File: config.mk
export PLATFORM = sky130hd
export DESIGN_NAME = stream_arbiter
export DESIGN_NICKNAME = d
export VERILOG_FILES = /design/src/rtl/stream_arbiter_pkg.sv /design/src/rtl/rr_select.sv /design/src/rtl/stream_arbiter.sv
export SDC_FILE = /design/constraint.sdc
export NUM_CORES = 1
export LEC_CHECK = 0
export CAP_MARGIN = 20
export CELL_PAD_IN_SITES_DETAIL_PLACEMENT = 1
export CELL_PAD_IN_SITES_GLOBAL_PLACEMENT = 1
export CORE_MARGIN = 2
export CORE_UTILIZATION = 27
export DETAILED_ROUTE_END_ITERATION = 10
export PLACE_DENSITY = 0.88
export SYNTH_ARGS = -nofsm -noshare
export SYNTH_HDL_FRONTEND = slang
export SYNTH_SLANG_ARGS = --single-unit
File: constraint.sdc
create_clock -name aclk -period 6 [get_ports aclk]
set_input_delay 1.5 -clock aclk [delete_from_list [all_inputs] [get_ports aclk]]
set_output_delay 1.5 -clock aclk [all_outputs]
set_load 0.05 [all_outputs]
File: src/rtl/stream_arbiter_pkg.sv
// stream_arbiter_pkg
//   Shared definitions for the round-robin packet arbiter.
//   state_t : arbiter FSM encoding (ST_IDLE = 1'b0, ST_BUSY = 1'b1)
package stream_arbiter_pkg;

  typedef enum logic {
    ST_IDLE = 1'b0,
    ST_BUSY = 1'b1
  } state_t;

endpackage

File: src/rtl/rr_select.sv
// rr_select
//   Combinational round-robin search. Rotates the request vector so that the
//   input after `last` sits at position 0, picks the lowest set bit, and
//   rotates the result back to an absolute input index.
// Ports:
//   req  in  NUM_INPUTS : request vector
//   last in  SEL_WIDTH  : index granted most recently (lowest priority)
//   sel  out SEL_WIDTH  : chosen index (don't care when any = 0)
//   any  out 1          : at least one request present
module rr_select #(
  parameter int NUM_INPUTS = 4,
  parameter int SEL_WIDTH  = $clog2(NUM_INPUTS)
) (
  input  logic [NUM_INPUTS-1:0] req,
  input  logic [SEL_WIDTH-1:0]  last,
  output logic [SEL_WIDTH-1:0]  sel,
  output logic                  any
);

  logic [NUM_INPUTS-1:0] rot;
  int                    offset;

  always_comb begin
    rot    = '0;
    offset = 0;
    for (int i = 0; i < NUM_INPUTS; i++) begin
      rot[i] = req[SEL_WIDTH'((int'(last) + 1 + i) % NUM_INPUTS)];
    end
    // Scan downward so the lowest set position is the one that sticks.
    for (int i = NUM_INPUTS - 1; i >= 0; i--) begin
      if (rot[i]) begin
        offset = i;
      end
    end
    any = |req;
    sel = SEL_WIDTH'((int'(last) + 1 + offset) % NUM_INPUTS);
  end

endmodule

File: src/rtl/stream_arbiter.sv
// stream_arbiter
//   Round-robin packet arbiter sharing one registered stream output between
//   NUM_INPUTS sources. A grant is held from the first beat until the beat
//   carrying in_last; one IDLE cycle of arbitration separates packets.
// Ports:
//   aclk, areset        : clock, synchronous active-high reset
//   in_data/valid/last  : packed per-input stream (input i at [i*DATA_WIDTH +: DATA_WIDTH])
//   in_ready            : per-input ready, at most one bit set
//   out_data/last/sel   : registered output beat and its source index
//   out_valid/out_ready : output handshake
//
//   state   | meaning
//   --------+------------------------------------------------------
//   IDLE    | no grant; pick next requester after last_grant
//   BUSY    | grant held until a transferred beat carries in_last
module stream_arbiter
  import stream_arbiter_pkg::*;
#(
  parameter int DATA_WIDTH = 32,
  parameter int NUM_INPUTS = 4,
  parameter int SEL_WIDTH  = $clog2(NUM_INPUTS)
) (
  input  logic                             aclk,
  input  logic                             areset,
  input  logic [NUM_INPUTS*DATA_WIDTH-1:0] in_data,
  input  logic [NUM_INPUTS-1:0]            in_valid,
  input  logic [NUM_INPUTS-1:0]            in_last,
  output logic [NUM_INPUTS-1:0]            in_ready,
  output logic [DATA_WIDTH-1:0]            out_data,
  output logic                             out_last,
  output logic [SEL_WIDTH-1:0]             out_sel,
  output logic                             out_valid,
  input  logic                             out_ready
);

  state_t                 state, state_nxt;
  logic [SEL_WIDTH-1:0]   grant, grant_nxt;
  logic [SEL_WIDTH-1:0]   last_grant, last_grant_nxt;
  logic [SEL_WIDTH-1:0]   rr_sel;
  logic                   rr_any;
  logic                   load;
  logic                   xfer;
  logic [DATA_WIDTH-1:0]  mux_data;
  logic                   mux_last;
  logic                   mux_valid;

  rr_select #(
    .NUM_INPUTS(NUM_INPUTS),
    .SEL_WIDTH (SEL_WIDTH)
  ) u_rr_select (
    .req (in_valid),
    .last(last_grant),
    .sel (rr_sel),
    .any (rr_any)
  );

  // Output register can take a beat when empty or draining this cycle.
  assign load = ~out_valid | out_ready;

  always_comb begin
    mux_data  = '0;
    mux_last  = 1'b0;
    mux_valid = 1'b0;
    for (int i = 0; i < NUM_INPUTS; i++) begin
      if (SEL_WIDTH'(i) == grant) begin
        mux_data  = in_data[i*DATA_WIDTH +: DATA_WIDTH];
        mux_last  = in_last[i];
        mux_valid = in_valid[i];
      end
    end
  end

  always_comb begin
    state_nxt      = state;
    grant_nxt      = grant;
    last_grant_nxt = last_grant;
    in_ready       = '0;
    xfer           = 1'b0;
    case (state)
      ST_IDLE: begin
        if (rr_any) begin
          grant_nxt = rr_sel;
          state_nxt = ST_BUSY;
        end
      end
      ST_BUSY: begin
        for (int i = 0; i < NUM_INPUTS; i++) begin
          if (SEL_WIDTH'(i) == grant) begin
            in_ready[i] = load;
          end
        end
        xfer = mux_valid & load;
        if (xfer & mux_last) begin
          state_nxt      = ST_IDLE;
          last_grant_nxt = grant;
        end
      end
      default: state_nxt = ST_IDLE;
    endcase
  end

  always_ff @(posedge aclk) begin
    if (areset) begin
      state      <= ST_IDLE;
      grant      <= '0;
      last_grant <= SEL_WIDTH'(NUM_INPUTS - 1);
    end else begin
      state      <= state_nxt;
      grant      <= grant_nxt;
      last_grant <= last_grant_nxt;
    end
  end

  always_ff @(posedge aclk) begin
    if (areset) begin
      out_valid <= 1'b0;
      out_last  <= 1'b0;
      out_data  <= '0;
      out_sel   <= '0;
    end else if (xfer) begin
      out_valid <= 1'b1;
      out_last  <= mux_last;
      out_data  <= mux_data;
      out_sel   <= grant;
    end else if (out_ready) begin
      out_valid <= 1'b0;
    end
  end

endmodule

* After elaboration in Yosys (flattened, before gate mapping)
Cells that the tools add are included.
** Storage, ports and cells
- Output and inout bits :: 40
- Word-level logic and storage cells :: 68
- Register bits after elaboration :: 41
- Input port bits :: 139
** Operators by class
- Bitwise gates (word level) :: 5
- Eq/ne operators :: 3
- Mux-type cells :: 39
- $add $sub $neg :: 5
- $lt $le $gt $ge :: 4
- Reductions and logical operators :: 5
** Operators by type and width (number)
- 32-bit 2-to-1 mux :: 4
- 1-bit 2-to-1 mux :: 25
- 2-bit by 4-bit less-than comparator with 1-bit output (second input constant) :: 4
- 1-bit binary-select mux with 2-bit select :: 4
- 2-bit 2-to-1 mux :: 4
- 2-bit by 1-bit adder with 2-bit output (second input constant) :: 2
- 2-bit adder (second input constant) :: 2
- 2-bit equality test (first input constant) :: 2
- 4-bit 2-to-1 mux :: 1
- 2-bit AND reduction :: 2
- 4-bit OR reduction :: 1
- 2-bit adder :: 1
- 1-bit AND :: 2
- 1-bit by 2-bit equality test with 1-bit output (first input constant) :: 1
- 2-bit zero test :: 1
- 1-bit NOT :: 2
- 1-bit case mux with 2 select lines :: 1
- 2-bit nonzero test :: 1
- 1-bit OR :: 1

* Longest topological paths before layout
- Depth in word-level cells :: 10
- Gate-level depth with buffers :: 11
- Gate-level depth less buffers :: 10

* Cells and area by module
A second synthesis with hierarchy kept.
** Unflattened totals
- Cells, all modules :: 304
- Area, all modules :: 2985.4 µm²
** Modules (own cells, without submodules)
- stream_arbiter :: instances 1, sequential area each 820.8 µm², cells an instance 278, area each 2785.2 µm²
- rr_select :: instances 1, sequential area each 0.0 µm², cells an instance 26, area each 200.2 µm²

* Worst setup path after synthesis
Ideal clock, no wire load.
- Path kind :: input-to-output
- Start point :: input out_ready
- End point :: output in_ready[1]
- Data required time :: 4500 ps
- Cell stages on the path :: 3
- Data arrival time :: 2862 ps
- Setup slack :: 1638 ps
- Path through :: nand2b_1 nand2_1 nor3b_1
** Between the ends
- Cells in the longest elaborated chain, start to end :: 3
** RTL lines
- start: declaration :: line stream_arbiter.sv:33 : input logic out_ready
- 1-bit OR :: line stream_arbiter.sv:58 : assign load = ~out_valid | out_ready;
- 1-bit 2-to-1 mux :: line stream_arbiter.sv:88 : if (SEL_WIDTH'(i) == grant) begin
- 4-bit 2-to-1 mux :: line stream_arbiter.sv:79 : case (state)
- end: declaration :: line stream_arbiter.sv:28 : output logic [NUM_INPUTS-1:0] in_ready,
Every way passes these cells.

* Final worst setup path
- Start point :: input out_ready
- End point :: output in_ready[2]
The elaborated chain is that of the path after synthesis.

==> impl_metrics.yaml <==
grt:
  track_usage_pct: 18.6
  grt_pass1_vias: 2970
  grt_max_degree: 46
  grt_pass1_wl_um: 14900
  grt_overflow: 0
  antenna_found_initial: 0
placed_design:
  dp_hpwl_um: 7560
  port_buffers: 178
  gp_congestion: 0.728
  dp_cells: 524
  place_area_sq_um: 4320
power:
  p_switching_uw: 399
  leakagePower_uw: 0.00151
  peakVddDrop_uv: 115
  p_per_area_nw_per_um2: 246
  internal_power_uw: 692
  swShare_pct: 36.6
  seq_power_share_pct: 32.0
  combPwrFrac_pct: 46.4
  power_frac_clock_pct: 21.5
  power_uw: 1090
worst_setup_path:
  worstPathRequired_ns: 4.50
  critical_path_arrival_ns: 3.38
  cp-end-kind: "output pin"
  path_common_cell: "clkdlybuf4s50_1"
  cp_num_buf_inv: 2
  crit_family: "buffers and inverters"
  path_cells: "clkdlybuf4s50_1 -> nand2b_1 -> and2_1 -> nand2_1 -> nor2_1 -> clkdlybuf4s50_1"
  cp_slowest_cell: "clkdlybuf4s50_1"
  path_class: "in -> out"
  max_stage_delay_ns: 0.85
  critPathLaunchType: "input pin"
  critPathMaxFanout: 4
detailed_routing:
  drtIter0Drc: 50
  antenna_left: 0
  vias_per_cell: 5.00
  via_count: 2662
  drcViolationCount: 0
  drt-wirelength-per-cell_um: 18.4
  drtPass1Iterations: 4
  wl_um: 9790
cts:
  cts_sinks: 41
  cts_resized: 0
  clk_pin_slew_worst_paths_ns: 0.08
  cts_tree: "done"
  post_cts_buffers: 0
  clk-insertion-delay-late_ns: 0.29
  cts_buffers: 5
  cts_hold_buf: 0
  ctsHtreeMaxLevel: 2
  cts_root_buf: "clkbuf_8"
  clockBufferDepth: 2
final_layout:
  fin_nets: 560
  drive_gt1_share_pct: 15.0
  final_common_cell: "clkdlybuf4s50_1"
  nFillCells: 1042
  diodes: 0
  fin_area_sq_um: 4440
  post-route-util_pct: 48.2
  synthToLayoutAreaGrowth_pct: 73.8
  layout_common_cells: "177 x clkdlybuf4s50_1, 64 x nand2_1, 39 x dfxtp_1, 36 x a21oi_1, 34 x mux4_2"
  fin_cells: 532
min_path:
  worstHoldPathType: "reg -> reg"
job:
  maxCapViolations: 0
synth:
  ys_seq_elements: 41
  synth_nets: 400
  mappedNetlistArea_sq_um: 2550
  synth_flop_cell: "dfxtp_1"
  async_flop_share_pct: 0
  ys_types: 38
  synth_cells: 260
  avgSynthCellArea_sq_um: 9.82
  ys_warn_count: 0
  ys_seq_area_share_pct: 32.2
  synth_edf_count: 0
floorplanning:
  fp.coreArea_sq_um: 9200
  die-width_um: 101
  initial_core_util_pct: 27.8
  dieArea_sq_um: 10200
  ios: 179
  std_cell_rows: 35
  fp.dieH_um: 101
timing:
  tightestPinTransition_ns: 1.01
  timing.final.crit_share_pct: 81.4
  maxSlewHeadroom_pct: 32.8
  max_freq_mhz: 205
  setup_tns_ns: 0
  period_needed_ns: 4.88
  hold_viol: 0
  rsz0062_at_grt: "false"
  setup_viol: 0
  finClkSkew_ns: 0.00281
  slew_viol_final: 0
status:
  status: "completed"
power by group through the flow:
stage	Clock, uW	Combinational, uW	Sequential (uW)
2_1_floorplan	0	258	424
3_3_place_gp	0	499	353
3_5_place_dp	0	513	357
4_1_cts	242	514	350
5_1_grt	252	542	356
6_report	235	507	349
synthesized netlist by cell type (2+ instances only):
| cell type | instances | area [sq um] |
|---|---|---|
| buf_4 | 5 | 37.5 |
| nand2_2 | 11 | 68.8 |
| nand2_1 | 64 | 240 |
| inv_1 | 2 | 7.51 |
| mux4_2 | 34 | 766 |
| xnor2_1 | 2 | 17.5 |
| nor2_1 | 10 | 37.5 |
| a21oi_2 | 2 | 17.5 |
| dfxtp_1 | 41 | 821 |
| nand3_1 | 2 | 10.0 |
| buf_2 | 7 | 35.0 |
| a21oi_1 | 36 | 180 |
| o21ai_0 | 2 | 10.0 |
| nand2b_1 | 3 | 18.8 |
| buf_6 | 5 | 56.3 |
| nor3_1 | 5 | 25.0 |
| clkbuf_1 | 8 | 30.0 |
per-stage QoR:
stage | hold WS, ns | worst slack (ns)
final | 0.457 | 1.12
after global routing | 0.479 | 1.01
after CTS | 0.459 | 1.11
after detailed placement | 0.447 | 1.10
after global placement | 0.442 | 1.13
after floorplan | 0.473 | 1.64
registers in the layout (all words and copies together), names as in the netlist:
signal / count
grant: 2
last_grant: 2
out_data: 32
out_last: 1
out_sel: 2
out_valid: 1
state: 1
area by class of cell:
type | instances | area [sq um] | share of cell area (%)
Sequential cell | 41 | 823 | 18.6
Multi-Input combinational cell | 191 | 1560 | 35.2
Tap cell | 111 | 139 | 3.13
Clock inverter | 2 | 37.5 | 0.846
Timing Repair Buffer | 179 | 1780 | 40.2
Inverter | 2 | 7.51 | 0.169
Clock buffer | 6 | 82.6 | 1.86
worst reg2reg max path: cells and delay by family (launching register included):
kind	cells	cell delay, ns
compound gates	1	0.18
buf+inv	1	0.57
flops	1	0.42
mux	1	0.63
simple gates	2	0.70
cells by family (layout without fill, tap and decap cells):
group | count (synthesis) | in the layout | share of synthesized area, %
xor gates and xnor gates | 2 | 2 | 0.686
and+or+nand+nor | 105 | 105 | 18.7
AOI/OAI and AO/OA | 48 | 48 | 10.9
muxes | 35 | 35 | 30.4
DFF | 41 | 41 | 32.2
adders and majority gates | 1 | 1 | 0.490
buffers and inverters | 28 | 189 | 6.67
worst paths after layout:
kind / start / depth (start not counted) / endpoint / slack [ns]
hold reg to reg: out_data[4] / 2 / out_data[4] / 0.46
setup reg to reg: grant[0] / 5 / out_data[30] / 3.41
setup / recovery: out_ready / 6 / in_ready[2] / 1.12
hold / removal: out_data[4] / 2 / out_data[4] / 0.46
layer usage:
metal | vias to the layer above | track usage [%] | share of wire [%]
met5 | - | 0 | 0
met3 | 6 | 4.21 | 7.4
li1 | 1254 | - | -
met4 | 0 | 3.53 | 0.64
met1 | 1295 | 20.2 | 37
met2 | 107 | 36.7 | 55
No activity file was read; power rests on OpenSTA's default activity.
